===== src/rtl/lcd_spi_write.sv =====
// ---------------------------------------------------------------------------
// lcd_spi_write
//
// Byte-level 4-wire SPI writer for the 240x320 TFT panel. Accepts a 9-bit
// word (bit 8 = D/C, bits 7:0 = payload) whenever en_write is seen high while
// idle. It shifts the payload out MSB-first in SPI mode 0 and returns a
// one-cycle wr_done pulse when the byte is complete.
//
// Handshake: en_write is a level request, sampled only in IDLE. Each sample
// taken high starts exactly one byte. data is captured one cycle after that
// sample, so upstream data registers may lag their enable by one cycle.
// wr_done pulses for one cycle per byte, on the cycle where CS rises. A
// started byte always completes. Only reset can abandon it.
//
// Parameters:
//   CLK_DIV     sys_clk cycles per SCLK half-period (1..255)
//   GAP_CYCLES  idle cycles after each byte before en_write is re-sampled (2..15)
//
// Ports:
//   sys_clk    in   clock, rising edge
//   sys_rst_n  in   asynchronous active-low reset
//   en_write   in   level request
//   data[8:0]  in   {D/C, byte}
//   wr_done    out  one-cycle pulse at byte completion
//   lcd_sclk   out  SPI clock, idles low
//   lcd_mosi   out  serial data
//   lcd_dc     out  D/C line, held until the next byte is latched
//   lcd_cs_n   out  chip select, active low
//   dbg_state  out  current FSM state (IDLE=0 LATCH=1 SHIFT=2 DONE=3 GAP=4)
// ---------------------------------------------------------------------------
module lcd_spi_write #(
  parameter int CLK_DIV    = 2,
  parameter int GAP_CYCLES = 2
) (
  input  logic       sys_clk,
  input  logic       sys_rst_n,
  input  logic       en_write,
  input  logic [8:0] data,
  output logic       wr_done,
  output logic       lcd_sclk,
  output logic       lcd_mosi,
  output logic       lcd_dc,
  output logic       lcd_cs_n,
  output logic [2:0] dbg_state
);

  typedef enum logic [2:0] {
    ST_IDLE  = 3'd0,
    ST_LATCH = 3'd1,
    ST_SHIFT = 3'd2,
    ST_DONE  = 3'd3,
    ST_GAP   = 3'd4
  } state_t;

  localparam logic [7:0] DIV_LAST = 8'(CLK_DIV - 1);
  localparam logic [3:0] GAP_LAST = 4'(GAP_CYCLES - 1);

  state_t     state;
  logic [6:0] shift_reg;   // bits still to send after the one on lcd_mosi
  logic [2:0] bit_cnt;     // falling SCLK edges seen so far in this byte
  logic [7:0] div_cnt;
  logic [3:0] gap_cnt;

  assign dbg_state = state;

  always_ff @(posedge sys_clk or negedge sys_rst_n) begin
    if (!sys_rst_n) begin
      state     <= ST_IDLE;
      shift_reg <= '0;
      bit_cnt   <= '0;
      div_cnt   <= '0;
      gap_cnt   <= '0;
      wr_done   <= 1'b0;
      lcd_sclk  <= 1'b0;
      lcd_mosi  <= 1'b0;
      lcd_dc    <= 1'b0;
      lcd_cs_n  <= 1'b1;
    end else begin
      case (state)
        ST_IDLE: begin
          lcd_cs_n <= 1'b1;
          lcd_sclk <= 1'b0;
          wr_done  <= 1'b0;
          if (en_write) state <= ST_LATCH;
        end

        // Data is captured on exit, one cycle after the enable was seen.
        ST_LATCH: begin
          shift_reg <= data[6:0];
          lcd_mosi  <= data[7];
          lcd_dc    <= data[8];
          lcd_cs_n  <= 1'b0;
          bit_cnt   <= '0;
          div_cnt   <= '0;
          state     <= ST_SHIFT;
        end

        ST_SHIFT: begin
          if (div_cnt == DIV_LAST) begin
            div_cnt  <= '0;
            lcd_sclk <= ~lcd_sclk;
            // lcd_sclk currently high means this toggle is a falling edge.
            // MOSI only changes here, so it is stable around each rising edge.
            if (lcd_sclk) begin
              if (bit_cnt == 3'd7) begin
                lcd_cs_n <= 1'b1;
                lcd_mosi <= 1'b0;
                wr_done  <= 1'b1;
                state    <= ST_DONE;
              end else begin
                lcd_mosi  <= shift_reg[6];
                shift_reg <= {shift_reg[5:0], 1'b0};
                bit_cnt   <= bit_cnt + 3'd1;
              end
            end
          end else begin
            div_cnt <= div_cnt + 8'd1;
          end
        end

        ST_DONE: begin
          wr_done <= 1'b0;
          gap_cnt <= '0;
          state   <= ST_GAP;
        end

        // The gap keeps an upstream stage that drops en_write shortly after
        // wr_done from triggering a spurious extra byte.
        ST_GAP: begin
          if (gap_cnt == GAP_LAST) begin
            state <= ST_IDLE;
          end else begin
            gap_cnt <= gap_cnt + 4'd1;
          end
        end

        default: state <= ST_IDLE;
      endcase
    end
  end

endmodule


===== config.mk =====
export PLATFORM = sky130hd
export DESIGN_NAME = lcd_spi_write
export DESIGN_NICKNAME = d
export VERILOG_FILES = /design/src/rtl/lcd_spi_write.sv
export SDC_FILE = /design/constraint.sdc
export NUM_CORES = 1
export LEC_CHECK = 0
export BUFFER_PORTS_ARGS = -buffer_cell sky130_fd_sc_hd__clkbuf_2
export CAP_MARGIN = 20
export CORE_MARGIN = 3
export CORE_UTILIZATION = 60
export CTS_CLUSTER_SIZE = 28
export DETAILED_ROUTE_END_ITERATION = 10
export PLACE_DENSITY = 0.92
export SLEW_MARGIN = 20
export SYNTH_ARGS = -nofsm -noshare
export SYNTH_HDL_FRONTEND = slang
export SYNTH_SLANG_ARGS = --single-unit
export TNS_END_PERCENT = 30

===== constraint.sdc =====
create_clock -name sys_clk -period 4.1 [get_ports sys_clk]
set_clock_uncertainty 0.1 [all_clocks]
set_input_delay 0.82 -clock sys_clk [delete_from_list [all_inputs] [get_ports sys_clk]]
set_output_delay 0.82 -clock sys_clk [all_outputs]
set_load 0.01 [all_outputs]

# Yosys cells after proc, flatten, opt, wreduce, memory -nomap -nowiden
# Index checks and enable logic that the tools add are counted.
word_totals:
  word_cells: 71
  reg_bits: 30
  inputBits: 12
op_classes:
  reduce_logical: 14
  n_addsub: 3
  n_bitwise: 1
  n_mux: 29
  n_eq_ne: 14
op_table:
  columns: ["cell", "n"]
  rows:
  - ["$mux W3", 8]
  - ["$mux W7", 3]
  - ["$pmux W8 S2", 1]
  - ["$pmux W3 S5", 1]
  - ["$ne A2 B2 Y1 const B", 7]
  - ["$pmux W7 S2", 1]
  - ["$reduce_and A4 Y1", 3]
  - ["$add A8 B1 Y8 const B", 1]
  - ["$eq A8 B1 Y1 const B", 1]
  - ["$mux W8", 1]
  - ["$pmux W4 S2", 1]
  - ["$reduce_bool A2 Y1", 4]
  - ["$mux W1", 7]
  - ["$eq A3 B2 Y1 const B", 2]
  - ["$eq A3 B3 Y1 const B", 2]
  - ["$pmux W1 S2", 3]
  - ["$pmux W3 S2", 1]
  - ["$reduce_and A5 Y1", 1]
  - ["$add A4 B1 Y4 const B", 1]
  - ["$eq A4 B1 Y1 const B", 1]
  - ["$mux W4", 1]
  - ["$reduce_and A2 Y1", 2]
  - ["$add A3 B1 Y3 const B", 1]
  - ["$eq A3 B1 Y1 const B", 1]
  - ["6 further kinds", 6]

# Logic depth before layout (Yosys ltp)
depth:
  word_depth: 5
  depth_mapped: 6

# Least setup slack after synthesis
# Ideal clock, no wire load.
synth_timing:
  kind: "register -> register"
  from: "register state[1], in the netlist dbg_state[1]"
  to: "register shift_reg[1]"
  t_arrival_ns: 1.620
  required_ns: 3.875
  n_path_buf: 1
  stages_incl_launch_ff: 6
  setup_slack_ns: 2.255
  setup_ns: 0.125
  path_cell_list: "dfrtp_1 > buf_4 > or3b_4 > a31oi_4 > nand3b_4 > mux2_4"
synth_via:
  elab_chain_len: 3
  elab_cells_between_ends: 8
  cone_classes: "eq/ne (5); mux (1); reduce/logical (2)"
synth_lines:
  columns: ["item", "line", "source"]
  rows:
  - ["start, declared", "58", "state_t state;"]
  - ["start signal, assigned", "68", "state <= ST_IDLE;"]
  - ["start signal, assigned", "84", "if (en_write) state <= ST_LATCH;"]
  - ["start signal, assigned", "95", "state <= ST_SHIFT;"]
  - ["$eq A3 B2 Y1 or $eq A3 B1 Y1 (tied branches)", "79", "case (state)"]
  - ["$ne A2 B2 Y1 (no source line) or $reduce_bool A2 Y1 (tied branches)", null, null]
  - ["$reduce_and A4 Y1 (no source line)", null, null]
  - ["end signal, assigned", "89", "shift_reg <= data[6:0];"]
  - ["end signal, assigned", "112", "shift_reg <= {shift_reg[5:0], 1'b0};"]
  - ["end, declared", "59", "logic [6:0] shift_reg;"]
# Several ways; a longest one is shown, not always the timed one.
# A chain may end at the register's enable or synchronous reset.

# Final worst setup path
layout_timing:
  from: "register state[0], in the netlist dbg_state[0]"
  to: "register shift_reg[1]"
# Same word-level chain as after synthesis.

==> results.md <==
- Worst-case clock buffer depth: 2
- CP Data Arrival Time: 2.46 ns
- Min setup slack post-route: 1.77 ns
- Number of global-route vias before repair: 1243
- Core Footprint: 2520 µm²
- Final hold viol count: 0
- Initial antenna violation count: 0
- RSZ-0062 raised after global routing: false
- Setup tns final: 0 ns
- Via count of the routed design: 1277
- Required time of the critical path: 4.23 ns
- Net Switching: 618 µW
- First-iteration detailed-routing DRC count: 55
- Detailed Place HPWL: 2430 µm
- Final WL: 3420 µm
- Critical path type: reg -> reg
- Synthesized flop and latch total: 30
- H-tree depth: 2
- Met2 GRT Util: 37.1%
- DRT Pass-1 Iters: 4
- Final setup viols: 0
- GRT Util Overall: 23.2%
- Layout Nets: 194
- Min cycle time layout: 2.33 ns
- Syn-to-layout area delta: 9.41%
- Die area: 3360 µm²
- Site Rows: 18
- Internal power: 805 µW
- Max Fclk: 0.430 GHz
- First-pass GRT wire length: 5750 µm
- Worst relative slew slack: 34.3%
- Hold path cells: 1
- Global route hottest layer: met2
- Comb power frac: 49.8%
- Post-CTS Resized: 0
- PwrDens: 802 nW/µm²
- Reg clk slew, reported paths: 0.09 ns
- GRT overflow: 0
- Syn Nets: 176
- Drt wl/cell: 16.5 µm
- Hold_buf cts: 0
- Ports: 20
- Clock sink total: 30
- Most frequent cells in the layout: 31 x nand2_1, 29 x dfrtp_1, 19 x clkbuf_2, 8 x o21ai_0, 8 x a31oi_1
- Sequential fraction of design power: 37.1%
- Final ANT Viol Nets: 0
- Clock power frac: 13.0%
- Placer congestion estimate: 0.933
- Post-detailed-route via-to-cell ratio: 6.17
- Crit. End Element: flop
- Root buf cell: clkbuf_4
- Number of setup buffers added after CTS: 0
- Max reg flops: 8
- Hold Path Class: reg -> reg
- Worst skew pair latency: 0.34 ns
- Worst-path maximum fanout: 13
- GR Util met1: 28.0%
- Die height: 58.0 µm
- Max Cap Viol: 0
- Final Util: 70.4%
- TritonCTS Buffers: 5
- Number of antenna repair diodes: 0
- Largest net degree at the start of global routing: 31
- Layout cell share with drive strength beyond 1: 24.3%
- Met3 Use GR: 9.13%
- Post-Syn Area: 1620 µm²
- CTS tree: done
- Seq/Total Area, Yosys: 46.3%
- Initial Utilization: 64.3%
- Cell variety after synth: 42
- Switching share of power: 43.4%
- Cells after synthesis: 158
- Outcome: finished clean
- Die X: 58.0 µm
- Leakage: 0.864 nW
- Average size of a mapped cell: 10.3 µm²
- Synthesis Warnings: 0
- I/O Buffers: 19
- Final period util: 56.7%
- Setup crit start kind: flop
- Worst Tran Pin Value: 0.982 ns
- DR DRC count: 0
- Reg2Reg Depth: 4
- Max Slew Vio Count: 0
- Most common cell after layout, fill and taps aside: nand2_1
- Place WS: 1.82 ns
- VDD IR max: 0.592 mV
critical path, cell delays in order, from the launching register on:
cell	delay, ns
dfrtp_1	0.51
xnor2_1	0.20
nor2_1	0.76
nand3b_4	0.29
mux2_4	0.36
metal layers:
| metal | vias up | share of wire (%) |
|---|---|---|
| li1 | 600 | - |
| met1 | 616 | 42 |
| met2 | 49 | 49 |
| met3 | 12 | 5.9 |
| met4 | 0 | 2.5 |
| met5 | - | 0 |
final timing paths:
check,start,endpoint,slack (ns)
max,dbg_state[0]$_DFFE_PN0P_,shift_reg[1]$_DFFE_PN0P_,1.77
min,shift_reg[0]$_DFFE_PN0P_,shift_reg[0]$_DFFE_PN0P_,0.41
max reg2reg,dbg_state[0]$_DFFE_PN0P_,shift_reg[1]$_DFFE_PN0P_,1.77
min reg2reg,shift_reg[0]$_DFFE_PN0P_,shift_reg[0]$_DFFE_PN0P_,0.41
max in group asynchronous,sys_rst_n,wr_done$_DFFE_PN0P_,3.01
min in group asynchronous,sys_rst_n,bit_cnt[1]$_DFFE_PN0P_,0.42
stage by stage:
step                      hold slack (ns)  std cells  area [µm²]  total power [mW]
after floorplan                     0.366        158        1620              1.09
after global placement              0.375        199        1720              1.18
after detailed placement            0.388        199        1720              1.24
after CTS                           0.410        207        1780              1.42
after global routing                0.424        207        1780              1.53
final                               0.410        207        1780              1.42
power by group through the flow:
| stage | registers, mW | clock network [mW] | logic (mW) |
|---|---|---|---|
| global route | 0.545 | 0.202 | 0.782 |
| floorplan | 0.485 | 0 | 0.602 |
| finish | 0.529 | 0.186 | 0.709 |
| global placement | 0.517 | 0 | 0.666 |
| detailed placement | 0.526 | 0 | 0.710 |
| CTS | 0.525 | 0.191 | 0.708 |
cell type report:
type                       count  area (µm²)
clock buffer                   7        55.1
sequential                    30         752
multi-input combinational    114         805
timing repair buffer          20         103
clock inverter                 1        5.00
fill                         173         747
tap                           30        37.5
inverter                       5        18.8
kinds of logic after synthesis:
logic type	Yosys count	synth area share, %
buf+inv	14	4.09
fa+ha+maj	6	4.63
xor+xnor	3	1.62
mux	10	8.17
flops	30	46.3
compound gates	34	14.5
simple gates	61	20.7
cell usage after synthesis, drive strengths merged:
cell / number / area, µm²
a21boi: 1 / 7.51
nor2: 6 / 22.5
nand3b: 1 / 20.0
nor3: 1 / 5.00
mux2: 8 / 113
and3: 1 / 6.26
dfstp: 1 / 26.3
nand3: 7 / 35.0
or2: 1 / 6.26
dfrtp: 29 / 726
a22o: 2 / 17.5
buf: 5 / 32.5
nor3b: 2 / 15.0
mux2i: 2 / 20.0
a31oi: 9 / 71.3
clkbuf: 4 / 15.0
a41o: 1 / 10.0
a41oi: 1 / 8.76
nand2b: 2 / 12.5
o32ai: 1 / 8.76
o21ai: 8 / 40.0
nor4: 3 / 48.8
a32o: 1 / 10.0
o21a: 1 / 7.51
nand4: 2 / 12.5
o31ai: 1 / 7.51
o31a: 1 / 8.76
ha: 6 / 75.1
o22ai: 2 / 12.5
a21oi: 5 / 25.0
inv: 5 / 18.8
or3b: 2 / 20.0
nand2: 31 / 116
xnor2: 1 / 8.76
xor2: 2 / 17.5
and2: 1 / 6.26
and4: 1 / 8.76
(Power assumes the default switching activity.)
